--- config.mk ---
export PLATFORM = sky130hd
export DESIGN_NAME = mc_control_flat
export DESIGN_NICKNAME = d
export VERILOG_FILES = /design/src/rtl/mips_pkg.sv /design/src/rtl/mc_control_if.sv /design/src/rtl/mc_next_state.sv /design/src/rtl/mc_control.sv /design/src/flat_wrapper.sv
export SDC_FILE = /design/constraint.sdc
export NUM_CORES = 1
export LEC_CHECK = 0
export CAP_MARGIN = 25
export CORE_UTILIZATION = 39
export CTS_CLUSTER_DIAMETER = 60
export DETAILED_ROUTE_END_ITERATION = 16
export PLACE_DENSITY = 0.83
export SYNTH_ARGS = -nofsm -noshare
export SYNTH_HDL_FRONTEND = slang
export SYNTH_SLANG_ARGS = --single-unit
--- constraint.sdc ---
create_clock -name clk -period 4.3 [get_ports clk]
set_input_delay 0.86 -clock clk [delete_from_list [all_inputs] [get_ports clk]]
set_output_delay 0.86 -clock clk [all_outputs]
set_load 0.03 [all_outputs]
--- src/rtl/mips_pkg.sv ---
`default_nettype none
// ============================================================================
// Package    : mips_pkg
// Description: Shared definitions for the multi-cycle MIPS main control:
//              state enumeration, opcode constants, and the ALU-op,
//              ALU-B-source and PC-source encodings. Also provides a
//              helper that tells whether an opcode is implemented.
// Revision   : 1.0  initial release
// ============================================================================
package mips_pkg;

    // Controller states. Codes 13..15 are not produced by any transition.
    typedef enum logic [3:0] {
        ST_IDLE     = 4'd0,
        ST_FETCH    = 4'd1,
        ST_DECODE   = 4'd2,
        ST_MEM_ADDR = 4'd3,
        ST_MEM_RD   = 4'd4,
        ST_MEM_WB   = 4'd5,
        ST_MEM_WR   = 4'd6,
        ST_EXEC_R   = 4'd7,
        ST_R_WB     = 4'd8,
        ST_BRANCH   = 4'd9,
        ST_JUMP     = 4'd10,
        ST_ADDI_EX  = 4'd11,
        ST_ADDI_WB  = 4'd12
    } state_e;

    // Opcodes (IR[31:26])
    localparam logic [5:0] OP_RTYPE = 6'b000000;
    localparam logic [5:0] OP_LW    = 6'b100011;
    localparam logic [5:0] OP_SW    = 6'b101011;
    localparam logic [5:0] OP_BEQ   = 6'b000100;
    localparam logic [5:0] OP_J     = 6'b000010;
    localparam logic [5:0] OP_ADDI  = 6'b001000;

    // ALU operation select
    localparam logic [1:0] ALU_ADD   = 2'b00;
    localparam logic [1:0] ALU_SUB   = 2'b01;
    localparam logic [1:0] ALU_FUNCT = 2'b10;

    // ALU B-operand source
    localparam logic [1:0] SRCB_B       = 2'b00;
    localparam logic [1:0] SRCB_FOUR    = 2'b01;
    localparam logic [1:0] SRCB_IMM     = 2'b10;
    localparam logic [1:0] SRCB_IMM_SH2 = 2'b11;

    // PC next-value source
    localparam logic [1:0] PCSRC_ALU    = 2'b00;
    localparam logic [1:0] PCSRC_ALUOUT = 2'b01;
    localparam logic [1:0] PCSRC_JUMP   = 2'b10;

    // True for the opcodes this controller can sequence.
    function automatic logic is_legal_op(input logic [5:0] op);
        return (op == OP_RTYPE) || (op == OP_LW)  || (op == OP_SW) ||
               (op == OP_BEQ)   || (op == OP_J)   || (op == OP_ADDI);
    endfunction

endpackage
`default_nettype wire

--- src/rtl/mc_control_if.sv ---
`default_nettype none
// ============================================================================
// Interface  : mc_control_if
// Description: Control bus between the multi-cycle main control and the
//              datapath. The controller (master) reads the opcode, ALU zero
//              flag and memory ready, and drives every datapath
//              mux/enable/strobe plus a state debug view. The datapath
//              (slave) sees the opposite directions.
// Signals    : opcode[5:0], zero, mem_ready            datapath -> control
//              pc_en, iord, mem_rd, mem_wr, ir_wr, reg_wr, reg_dst,
//              mem_to_reg, alu_src_a, alu_src_b[1:0], alu_op[1:0],
//              pc_src[1:0], illegal_op, state_dbg[3:0]  control -> datapath
// Revision   : 1.0  initial release
// ============================================================================
interface mc_control_if;
    logic [5:0] opcode;
    logic       zero;
    logic       mem_ready;

    logic       pc_en;
    logic       iord;
    logic       mem_rd;
    logic       mem_wr;
    logic       ir_wr;
    logic       reg_wr;
    logic       reg_dst;
    logic       mem_to_reg;
    logic       alu_src_a;
    logic [1:0] alu_src_b;
    logic [1:0] alu_op;
    logic [1:0] pc_src;
    logic       illegal_op;
    logic [3:0] state_dbg;

    modport master (
        input  opcode, zero, mem_ready,
        output pc_en, iord, mem_rd, mem_wr, ir_wr, reg_wr, reg_dst,
               mem_to_reg, alu_src_a, alu_src_b, alu_op, pc_src,
               illegal_op, state_dbg
    );

    modport slave (
        output opcode, zero, mem_ready,
        input  pc_en, iord, mem_rd, mem_wr, ir_wr, reg_wr, reg_dst,
               mem_to_reg, alu_src_a, alu_src_b, alu_op, pc_src,
               illegal_op, state_dbg
    );
endinterface
`default_nettype wire

--- src/rtl/mc_next_state.sv ---
`default_nettype none
// ============================================================================
// Module     : mc_next_state
// Description: Combinational next-state function of the multi-cycle MIPS
//              main control.
// Ports      : state      in   current state
//              opcode     in   IR[31:26]
//              mem_ready  in   memory access complete this cycle
//              next_state out  state to load at the next clock edge
// Revision   : 1.0  initial release
// ============================================================================
module mc_next_state
    import mips_pkg::*;
(
    input  state_e     state,
    input  logic [5:0] opcode,
    input  logic       mem_ready,
    output state_e     next_state
);

    always_comb begin
        next_state = ST_FETCH;
        case (state)
            ST_IDLE:     next_state = ST_FETCH;
            ST_FETCH:    next_state = mem_ready ? ST_DECODE : ST_FETCH;
            ST_DECODE: begin
                case (opcode)
                    OP_LW, OP_SW: next_state = ST_MEM_ADDR;
                    OP_RTYPE:     next_state = ST_EXEC_R;
                    OP_BEQ:       next_state = ST_BRANCH;
                    OP_J:         next_state = ST_JUMP;
                    OP_ADDI:      next_state = ST_ADDI_EX;
                    default:      next_state = ST_FETCH;
                endcase
            end
            // Only lw/sw reach MEM_ADDR, so anything but sw is the load path.
            ST_MEM_ADDR: next_state = (opcode == OP_SW) ? ST_MEM_WR : ST_MEM_RD;
            ST_MEM_RD:   next_state = mem_ready ? ST_MEM_WB : ST_MEM_RD;
            ST_MEM_WB:   next_state = ST_FETCH;
            ST_MEM_WR:   next_state = mem_ready ? ST_FETCH : ST_MEM_WR;
            ST_EXEC_R:   next_state = ST_R_WB;
            ST_R_WB:     next_state = ST_FETCH;
            ST_BRANCH:   next_state = ST_FETCH;
            ST_JUMP:     next_state = ST_FETCH;
            ST_ADDI_EX:  next_state = ST_ADDI_WB;
            ST_ADDI_WB:  next_state = ST_FETCH;
            // Unreachable codes recover through FETCH.
            default:     next_state = ST_FETCH;
        endcase
    end

endmodule
`default_nettype wire

--- src/rtl/mc_control.sv ---
`default_nettype none
// ============================================================================
// Module     : mc_control
// Description: Multi-cycle MIPS main control FSM. Sequences
//              fetch/decode/execute/memory/writeback and drives the datapath
//              controls as Moore decodes of the state register; only pc_en
//              folds in the ALU zero flag, and FETCH's load strobes qualify
//              on mem_ready.
// Parameters : CNT_W  width of the optional performance counters
// Ports      : clk        in   system clock
//              rst_n      in   asynchronous active-low reset
//              bus        mc_control_if.master (opcode/zero/mem_ready in,
//                         datapath controls and state_dbg out)
//              cycle_cnt  out  non-IDLE cycle count   (MC_CONTROL_PERF_CNT_EN)
//              instr_cnt  out  completed instructions (MC_CONTROL_PERF_CNT_EN)
// Options    : define MC_CONTROL_PERF_CNT_EN to add the performance counters.
// Revision   : 1.0  initial release
// ============================================================================
module mc_control
    import mips_pkg::*;
#(
    parameter int CNT_W = 32
) (
    input  logic                clk,
    input  logic                rst_n,
    mc_control_if.master        bus
`ifdef MC_CONTROL_PERF_CNT_EN
    ,
    output logic [CNT_W-1:0]    cycle_cnt,
    output logic [CNT_W-1:0]    instr_cnt
`endif
);

    // A zero-width counter has no meaning; nothing is elaborated for it.
    if (CNT_W < 1) begin : g_cnt_w_invalid
    end

    state_e state_q;
    state_e state_d;

    mc_next_state u_next_state (
        .state      (state_q),
        .opcode     (bus.opcode),
        .mem_ready  (bus.mem_ready),
        .next_state (state_d)
    );

    always_ff @(posedge clk or negedge rst_n) begin
        if (!rst_n) state_q <= ST_IDLE;
        else        state_q <= state_d;
    end

    // ------------------------------------------------------------------
    // Output decode
    // ------------------------------------------------------------------
    logic       pc_wr;
    logic       pc_wr_cond;
    logic       iord;
    logic       mem_rd;
    logic       mem_wr;
    logic       ir_wr;
    logic       reg_wr;
    logic       reg_dst;
    logic       mem_to_reg;
    logic       alu_src_a;
    logic [1:0] alu_src_b;
    logic [1:0] alu_op;
    logic [1:0] pc_src;
    logic       illegal_op;

    always_comb begin
        pc_wr      = 1'b0;
        pc_wr_cond = 1'b0;
        iord       = 1'b0;
        mem_rd     = 1'b0;
        mem_wr     = 1'b0;
        ir_wr      = 1'b0;
        reg_wr     = 1'b0;
        reg_dst    = 1'b0;
        mem_to_reg = 1'b0;
        alu_src_a  = 1'b0;
        alu_src_b  = SRCB_B;
        alu_op     = ALU_ADD;
        pc_src     = PCSRC_ALU;
        illegal_op = 1'b0;
        case (state_q)
            ST_FETCH: begin
                mem_rd = 1'b1;
                // IR load and PC+4 happen only on the cycle memory delivers.
                if (bus.mem_ready) begin
                    ir_wr     = 1'b1;
                    alu_src_b = SRCB_FOUR;
                    pc_wr     = 1'b1;
                end
            end
            ST_DECODE: begin
                // Branch target precomputed while the register file reads.
                alu_src_b  = SRCB_IMM_SH2;
                illegal_op = !is_legal_op(bus.opcode);
            end
            ST_MEM_ADDR: begin
                alu_src_a = 1'b1;
                alu_src_b = SRCB_IMM;
            end
            ST_MEM_RD: begin
                mem_rd = 1'b1;
                iord   = 1'b1;
            end
            ST_MEM_WB: begin
                reg_wr     = 1'b1;
                mem_to_reg = 1'b1;
            end
            ST_MEM_WR: begin
                mem_wr = 1'b1;
                iord   = 1'b1;
            end
            ST_EXEC_R: begin
                alu_src_a = 1'b1;
                alu_op    = ALU_FUNCT;
            end
            ST_R_WB: begin
                reg_wr  = 1'b1;
                reg_dst = 1'b1;
            end
            ST_BRANCH: begin
                alu_src_a  = 1'b1;
                alu_op     = ALU_SUB;
                pc_src     = PCSRC_ALUOUT;
                pc_wr_cond = 1'b1;
            end
            ST_JUMP: begin
                pc_src = PCSRC_JUMP;
                pc_wr  = 1'b1;
            end
            ST_ADDI_EX: begin
                alu_src_a = 1'b1;
                alu_src_b = SRCB_IMM;
            end
            ST_ADDI_WB: begin
                reg_wr = 1'b1;
            end
            default: begin
                // IDLE and unreachable codes keep every output low.
            end
        endcase
    end

    assign bus.pc_en      = pc_wr | (pc_wr_cond & bus.zero);
    assign bus.iord       = iord;
    assign bus.mem_rd     = mem_rd;
    assign bus.mem_wr     = mem_wr;
    assign bus.ir_wr      = ir_wr;
    assign bus.reg_wr     = reg_wr;
    assign bus.reg_dst    = reg_dst;
    assign bus.mem_to_reg = mem_to_reg;
    assign bus.alu_src_a  = alu_src_a;
    assign bus.alu_src_b  = alu_src_b;
    assign bus.alu_op     = alu_op;
    assign bus.pc_src     = pc_src;
    assign bus.illegal_op = illegal_op;
    assign bus.state_dbg  = state_q;

`ifdef MC_CONTROL_PERF_CNT_EN
    // ------------------------------------------------------------------
    // Performance counters (wrap naturally at 2^CNT_W)
    // ------------------------------------------------------------------
    logic [CNT_W-1:0] cycle_cnt_q;
    logic [CNT_W-1:0] cycle_cnt_d;
    logic [CNT_W-1:0] instr_cnt_q;
    logic [CNT_W-1:0] instr_cnt_d;

    always_comb begin
        cycle_cnt_d = cycle_cnt_q;
        instr_cnt_d = instr_cnt_q;
        if (state_q != ST_IDLE) begin
            cycle_cnt_d = cycle_cnt_q + 1'b1;
        end
        // An instruction retires when FETCH is re-entered; a FETCH stall
        // is not a re-entry, and the IDLE->FETCH start-up is not a retire.
        if (state_q != ST_IDLE && state_q != ST_FETCH && state_d == ST_FETCH) begin
            instr_cnt_d = instr_cnt_q + 1'b1;
        end
    end

    always_ff @(posedge clk or negedge rst_n) begin
        if (!rst_n) begin
            cycle_cnt_q <= '0;
            instr_cnt_q <= '0;
        end else begin
            cycle_cnt_q <= cycle_cnt_d;
            instr_cnt_q <= instr_cnt_d;
        end
    end

    assign cycle_cnt = cycle_cnt_q;
    assign instr_cnt = instr_cnt_q;
`endif

endmodule
`default_nettype wire
--- src/flat_wrapper.sv ---
// flat-port wrapper written by rule: the top's interface ports become plain ports
module mc_control_flat import mips_pkg::*;
#(
    parameter int CNT_W = 32
)
  (clk, rst_n, bus_opcode, bus_zero, bus_mem_ready, bus_pc_en, bus_iord, bus_mem_rd, bus_mem_wr, bus_ir_wr, bus_reg_wr, bus_reg_dst, bus_mem_to_reg, bus_alu_src_a, bus_alu_src_b, bus_alu_op, bus_pc_src, bus_illegal_op, bus_state_dbg);
  mc_control_if bus_i ();
  input  logic clk;
  input  logic rst_n;
  input wire logic [$bits(bus_i.opcode)-1:0] bus_opcode;
  input wire logic [$bits(bus_i.zero)-1:0] bus_zero;
  input wire logic [$bits(bus_i.mem_ready)-1:0] bus_mem_ready;
  output wire logic [$bits(bus_i.pc_en)-1:0] bus_pc_en;
  output wire logic [$bits(bus_i.iord)-1:0] bus_iord;
  output wire logic [$bits(bus_i.mem_rd)-1:0] bus_mem_rd;
  output wire logic [$bits(bus_i.mem_wr)-1:0] bus_mem_wr;
  output wire logic [$bits(bus_i.ir_wr)-1:0] bus_ir_wr;
  output wire logic [$bits(bus_i.reg_wr)-1:0] bus_reg_wr;
  output wire logic [$bits(bus_i.reg_dst)-1:0] bus_reg_dst;
  output wire logic [$bits(bus_i.mem_to_reg)-1:0] bus_mem_to_reg;
  output wire logic [$bits(bus_i.alu_src_a)-1:0] bus_alu_src_a;
  output wire logic [$bits(bus_i.alu_src_b)-1:0] bus_alu_src_b;
  output wire logic [$bits(bus_i.alu_op)-1:0] bus_alu_op;
  output wire logic [$bits(bus_i.pc_src)-1:0] bus_pc_src;
  output wire logic [$bits(bus_i.illegal_op)-1:0] bus_illegal_op;
  output wire logic [$bits(bus_i.state_dbg)-1:0] bus_state_dbg;
  assign bus_i.opcode = bus_opcode;
  assign bus_i.zero = bus_zero;
  assign bus_i.mem_ready = bus_mem_ready;
  assign bus_pc_en = bus_i.pc_en;
  assign bus_iord = bus_i.iord;
  assign bus_mem_rd = bus_i.mem_rd;
  assign bus_mem_wr = bus_i.mem_wr;
  assign bus_ir_wr = bus_i.ir_wr;
  assign bus_reg_wr = bus_i.reg_wr;
  assign bus_reg_dst = bus_i.reg_dst;
  assign bus_mem_to_reg = bus_i.mem_to_reg;
  assign bus_alu_src_a = bus_i.alu_src_a;
  assign bus_alu_src_b = bus_i.alu_src_b;
  assign bus_alu_op = bus_i.alu_op;
  assign bus_pc_src = bus_i.pc_src;
  assign bus_illegal_op = bus_i.illegal_op;
  assign bus_state_dbg = bus_i.state_dbg;
  mc_control #(.CNT_W(CNT_W)) u_core (.clk(clk), .rst_n(rst_n), .bus(bus_i));
endmodule
==> results of run 1 <==
==> per-layer routing <==
metal  up-vias  share of wire (%)  global-route usage [%]
met1       263                 44                    25.4
li1        300                  -                       -
met3         0                7.4                    9.30
met5         -                  0                       0
met2        33                 48                    36.0
met4         0                  0                    9.82
==> final cells by class <==
type,instances,share of cell area (%)
clock buffer,3,2.80
timing repair buffer,29,36.1
inverter,3,1.40
multi-input combinational,55,45.0
sequential,4,12.5
tap,14,2.18
==> placed cells by master (no fill, tap or decap), types with 3 or more instances in the layout <==
master and count:
clkbuf_4 3, clkdlybuf4s50_1 29, dfrtp_1 4, inv_1 3, nand2_1 5, nand2b_1 6, nand3_1 3, nor2_1 8
nor3_1 6, o21ai_0 4
==> cells by family (layout without fill, tap and decap cells) <==
group           Yosys count  after routing
simple gates             36             36
flops                     4              4
mux                       1              1
xor+xnor                  2              2
compound gates           16             16
buf+inv                   9             35
==> worst max path at each step <==
stage | slack (ns) | cells after the start | endpoint | start
3_3_place_gp | 0.74 | 5 | bus_illegal_op | bus_opcode[4]
3_5_place_dp | 0.69 | 5 | bus_illegal_op | bus_opcode[4]
2_1_floorplan | 1.74 | 4 | bus_pc_src[0] | u_core.bus.state_dbg[0]
5_1_grt | 0.57 | 5 | bus_illegal_op | bus_opcode[4]
6_report | 0.69 | 5 | bus_illegal_op | bus_opcode[4]
4_1_cts | 0.69 | 5 | bus_illegal_op | bus_opcode[4]
==> critical path, cell delays in order <==
cell	delay, ns
clkdlybuf4s50_1	0.49
nor3_1	0.39
o211ai_1	0.16
and4bb_2	0.26
clkdlybuf4s50_1	0.59
==> power by group through the flow <==
stage | clock network, mW | logic, mW | registers, mW
2_1_floorplan | 0 | 0.229 | 0.0901
3_3_place_gp | 0 | 0.352 | 0.0963
3_5_place_dp | 0 | 0.355 | 0.0964
4_1_cts | 0.0498 | 0.355 | 0.0960
5_1_grt | 0.0531 | 0.379 | 0.103
6_report | 0.0493 | 0.353 | 0.0961
==> flow_summary.yaml, run 1 <==
sta:
  finalClockSkew_ns: 0.00478
  tightest_slew_ns: 0.457
  max-slew-margin-rel_pct: 69.5
  maxSlewViolCount: 0
  setup_violations: 0
  fin_setup_tns_ns: 0
  worst_slack_ns: 0.687
  timing.final.crit_share_pct: 84.0
  period_minus_slack_ns: 3.61
  rsz0062_at_grt: "false"
  fmax_ghz: 0.277
  hold_ws_ns: 0.787
  hold_viol: 0
power:
  pwr-share-seq_pct: 19.3
  clockPowerShare_pct: 9.9
  p_sw_uw: 260
  p_int_uw: 238
  power_uw: 498
  leakage_nw: 0.283
  p_per_area_nw_per_um2: 621
  p_sw_share_pct: 52.2
  p_comb_share_pct: 70.8
  irDropWorstVdd_mv: 0.392
finish:
  fillerInstances: 100
  multi_input_area_um2: 362
  finish.utilization_pct: 69.5
  seqCellArea_um2: 100
  finalInstanceArea_um2: 803
  antennaDiodeCount: 0
  syn2layout_area_growth_pct: 58.5
  largest_reg_flops: 4
  fin_cells: 108
  drive_gt1_share_pct: 7.45
  finalNetCount: 106
die:
  core_area_um2: 1160
  die_x_um: 38.0
  die_area_um2: 1450
  die_h_um: 38.0
  num_io_pins: 30
  initial_utilization_pct: 43.8
  rows: 12
synth:
  synth.net_count: 78
  synth_top_family_by_area: "simple AND/OR/NAND/NOR gates"
  yosys-top-cells-count: "nor2_1, nand2b_1, nor3_1"
  synth_compound_area_share_pct: 25.7
  yosysUniqueCellTypes: 32
  synth-xor-area-share_pct: 3.46
  netlist_instances: 68
  synth_top_area_share_pct: 19.8
  synthAdderAreaFrac_pct: 0
  synth_edf_count: 0
  ys_ff_latch: 4
  yosys.area_share.simple_pct: 40.0
  synth.area.mux_share_pct: 2.22
  syn_avg_cell_area_um2: 7.45
  syn_area_um2: 507
  synthTopCellsByArea: "dfrtp_1, nand2b_1, nor3_1"
  yosysWarnings: 0
  postSynth.topFlopCell: "dfrtp_1"
  yosysSeqAreaShare_pct: 19.8
  synth_top_cell_by_area: "dfrtp_1"
  yosysMostFrequentCell: "nor2_1"
  async_reset_ff_share_pct: 100
cts:
  root_buffer: "clkbuf_4"
  post_cts_buffers: 0
  clock_latency_ns: 0.24
  path_clk_slew_ns: 0.04
  post_cts_resized: 0
  holdBufCountCts: 0
  clock_sinks: 4
  cts_made_buffers: 3
  cts_htree_levels: 1
  clk_path_buf_depth: 2
  cts_tree: "yes"
place:
  hpwl_mm: 1.01
  dpl_cell_area_um2: 781
  portBuffers: 29
  place_congestion: 0.755
  post-place-ws_ns: 0.690
  dp_cells: 105
flow_run:
  cap_viol_max_count: 0
worst_hold_path:
  min_from: "u_core.bus.state_dbg[2]"
  holdPathEnd: "u_core.bus.state_dbg[2]"
  holdPathStages: 2
  worstHoldPathType: "reg2reg"
detailed_routing:
  drt_pre_antenna_iters: 4
  routedWlPerCell_um: 12.4
  vias: 596
  routed_via_density: 5.52
  drc: 0
  antenna_left: 0
  drtIter0Drc: 14
  wirelength_mm: 1.34
setup_path:
  cp.arrival_ns: 2.75
  ff2ff_path_depth: 3
  r2r_start: "u_core.bus.state_dbg[0]"
  critPathKind: "in2out"
  crit_path_start_kind: "primary input"
  endpoint_kind: "primary output"
  r2r_slack_ns: 2.69
  cp.required_ns: 3.44
  worst_r2r_endpoint: "u_core.bus.state_dbg[1]"
  path_max_fanout: 4
global_routing:
  grt_max_degree: 17
  grt_antenna_before_repair: 0
  overflow: 0
  grt_pass1_vias: 523
  track_usage_pct: 22.3
  grt_pass1_wl_mm: 2.20
status:
  status: "completed"
Power figures use the tool's default switching activity.
==> inputs of run 2 (changes only) <==
Settings changed: CORE_UTILIZATION 39 to 36, PLACE_DENSITY 0.83 to 0.77.
Clock period 4.3 ns to 3.4 ns, I/O delays scaled along.
==> run 2 against run 1 <==
Compared with the run above: register-to-register slack worse by 0.87 ns; count of clock-buffer cells in the layout stayed put; first-iteration DRC count is 36% lower; critical path depth stayed put; power is 31% higher; combinational power is 44% higher; highest routed layer unchanged.
==> flow_summary.yaml, run 2 (synthesis results as in run 1) <==
cts:
  post_cts_resized: 0
  clk_path_buf_depth: 2
  clock_sinks: 4
  path_clk_slew_ns: 0.04
  root_buffer: "clkbuf_4"
  cts_made_buffers: 3
  holdBufCountCts: 0
  cts_tree: "yes"
  post_cts_buffers: 0
  clock_latency_ns: 0.24
  cts_htree_levels: 1
die:
  die_area_um2: 1560
  rows: 13
  die_x_um: 39.5
  die_h_um: 39.5
  core_area_um2: 1300
  initial_utilization_pct: 38.9
  num_io_pins: 30
setup_path:
  path_max_fanout: 6
  cp_cell_sequence: "clkdlybuf4s50_1 > xor2_1 > o211ai_1 > and4bb_2 > clkdlybuf4s50_1"
  r2r_slack_ns: 1.82
  cp_slowest_cell: "clkdlybuf4s50_1"
  critPathKind: "in2out"
  cp.buffers_inverters: 2
  endpoint_kind: "primary output"
  critPathLaunch: "bus_opcode[3]"
  r2r_start: "u_core.bus.state_dbg[2]"
  max_stage_delay_ns: 0.66
  critPathTopFamily: "buffers and inverters"
  cp.arrival_ns: 2.50
  cp.required_ns: 2.72
  crit_path_start_kind: "primary input"
  crit_path_frequent_cell: "clkdlybuf4s50_1"
sta:
  finalClockSkew_ns: 0.00762
  hold_viol: 0
  maxSlewViolCount: 0
  tightest_slew_ns: 0.353
  fin_setup_tns_ns: 0
  timing.final.crit_share_pct: 93.6
  fmax_ghz: 0.314
  setup_violations: 0
  period_minus_slack_ns: 3.18
  max-slew-margin-rel_pct: 76.5
  rsz0062_at_grt: "false"
finish:
  finalInstanceArea_um2: 827
  largest_reg_flops: 4
  final_common_cell: "clkdlybuf4s50_1"
  syn2layout_area_growth_pct: 63.2
  layout_common_cells: "clkdlybuf4s50_1, nor2_1, nand2b_1, nor3_1, nand2_1"
  fillerInstances: 125
  finalNetCount: 109
  antennaDiodeCount: 0
  drive_gt1_share_pct: 10.3
  finish.utilization_pct: 63.6
power:
  p_per_area_nw_per_um2: 788
  leakage_nw: 0.298
  power_uw: 651
  irDropWorstVdd_mv: 0.452
global_routing:
  grt_pass1_wl_mm: 2.13
  grt_pass1_vias: 489
  overflow: 0
  track_usage_pct: 20.3
  grt_antenna_before_repair: 0
  grt_max_degree: 16
detailed_routing:
  vias: 601
  drtIter0Drc: 9
  drc: 0
  routedWlPerCell_um: 13.0
  antenna_left: 0
  drt_pre_antenna_iters: 4
  routed_via_density: 5.37
  wirelength_mm: 1.45
place:
  portBuffers: 29
  hpwl_mm: 1.10
  place_congestion: 0.706
  dpl_cell_area_um2: 805
flow_run:
  cap_viol_max_count: 0
status:
  status: "completed"
worst_hold_path:
  worstHoldPathType: "in2async"
## run 2: cell types whose count changed in the layout (fill, tap and decap cells not counted), sizes merged
cell,previous run,this run
buf,0,3
## run 2: worst paths after layout
| kind | cells past startpoint | to |
|---|---|---|
| min | 1 | u_core.bus.state_dbg[0] |
| max | 5 | bus_illegal_op |
| max in group asynchronous | 1 | u_core.bus.state_dbg[1] |
| min in group clk | 2 | u_core.bus.state_dbg[3] |
| min reg2reg | 2 | u_core.bus.state_dbg[3] |
| max reg2reg | 3 | u_core.bus.state_dbg[1] |
## run 2: layout make-up
| class | count | area (um2) | area share (%) |
|---|---|---|---|
| multi-input combinational | 55 | 362 | 43.7 |
| clock buffer | 3 | 22.5 | 2.72 |
| sequential | 4 | 100 | 12.1 |
| inverter | 3 | 11.3 | 1.36 |
| timing repair buffer | 32 | 313 | 37.8 |
| tap | 15 | 18.8 | 2.27 |
## run 2: report_power, final
part | total [mW] | switching [mW] | leakage (nW) | internal [mW]
clock network | 0.0592 | 0.0197 | 0.0138 | 0.0395
registers | 0.0837 | 0.0197 | 0.0511 | 0.0640
logic | 0.509 | 0.295 | 0.233 | 0.213
total | 0.651 | 0.335 | 0.298 | 0.317
## run 2: layer usage
metal | up-vias | part of all wire (%) | wire (um) | track usage (%)
met4 | 0 | 0 | 0 | 5.17
met3 | 0 | 5.3 | 77 | 5.11
met1 | 273 | 46 | 673 | 26.4
li1 | 306 | - | - | -
met2 | 22 | 48 | 701 | 32.8
met5 | - | 0 | 0 | 0
## run 2: metrics by stage
stage / hold WS, ns / std cells / setup slack [ns]
after floorplan: 0.384 / 68 / 1.02
after global placement: 0.630 / 109 / 0.249
after detailed placement: 0.635 / 109 / 0.232
after CTS: 0.649 / 112 / 0.220
after global routing: 0.659 / 112 / 0.180
final: 0.652 / 112 / 0.218
## run 2: worst reg2reg max path, cell delays in order (launching register included)
cell and delay [ns]:
dfrtp_1 0.49, or4b_4 0.62, a2111oi_4 0.23, a311o_1 0.18
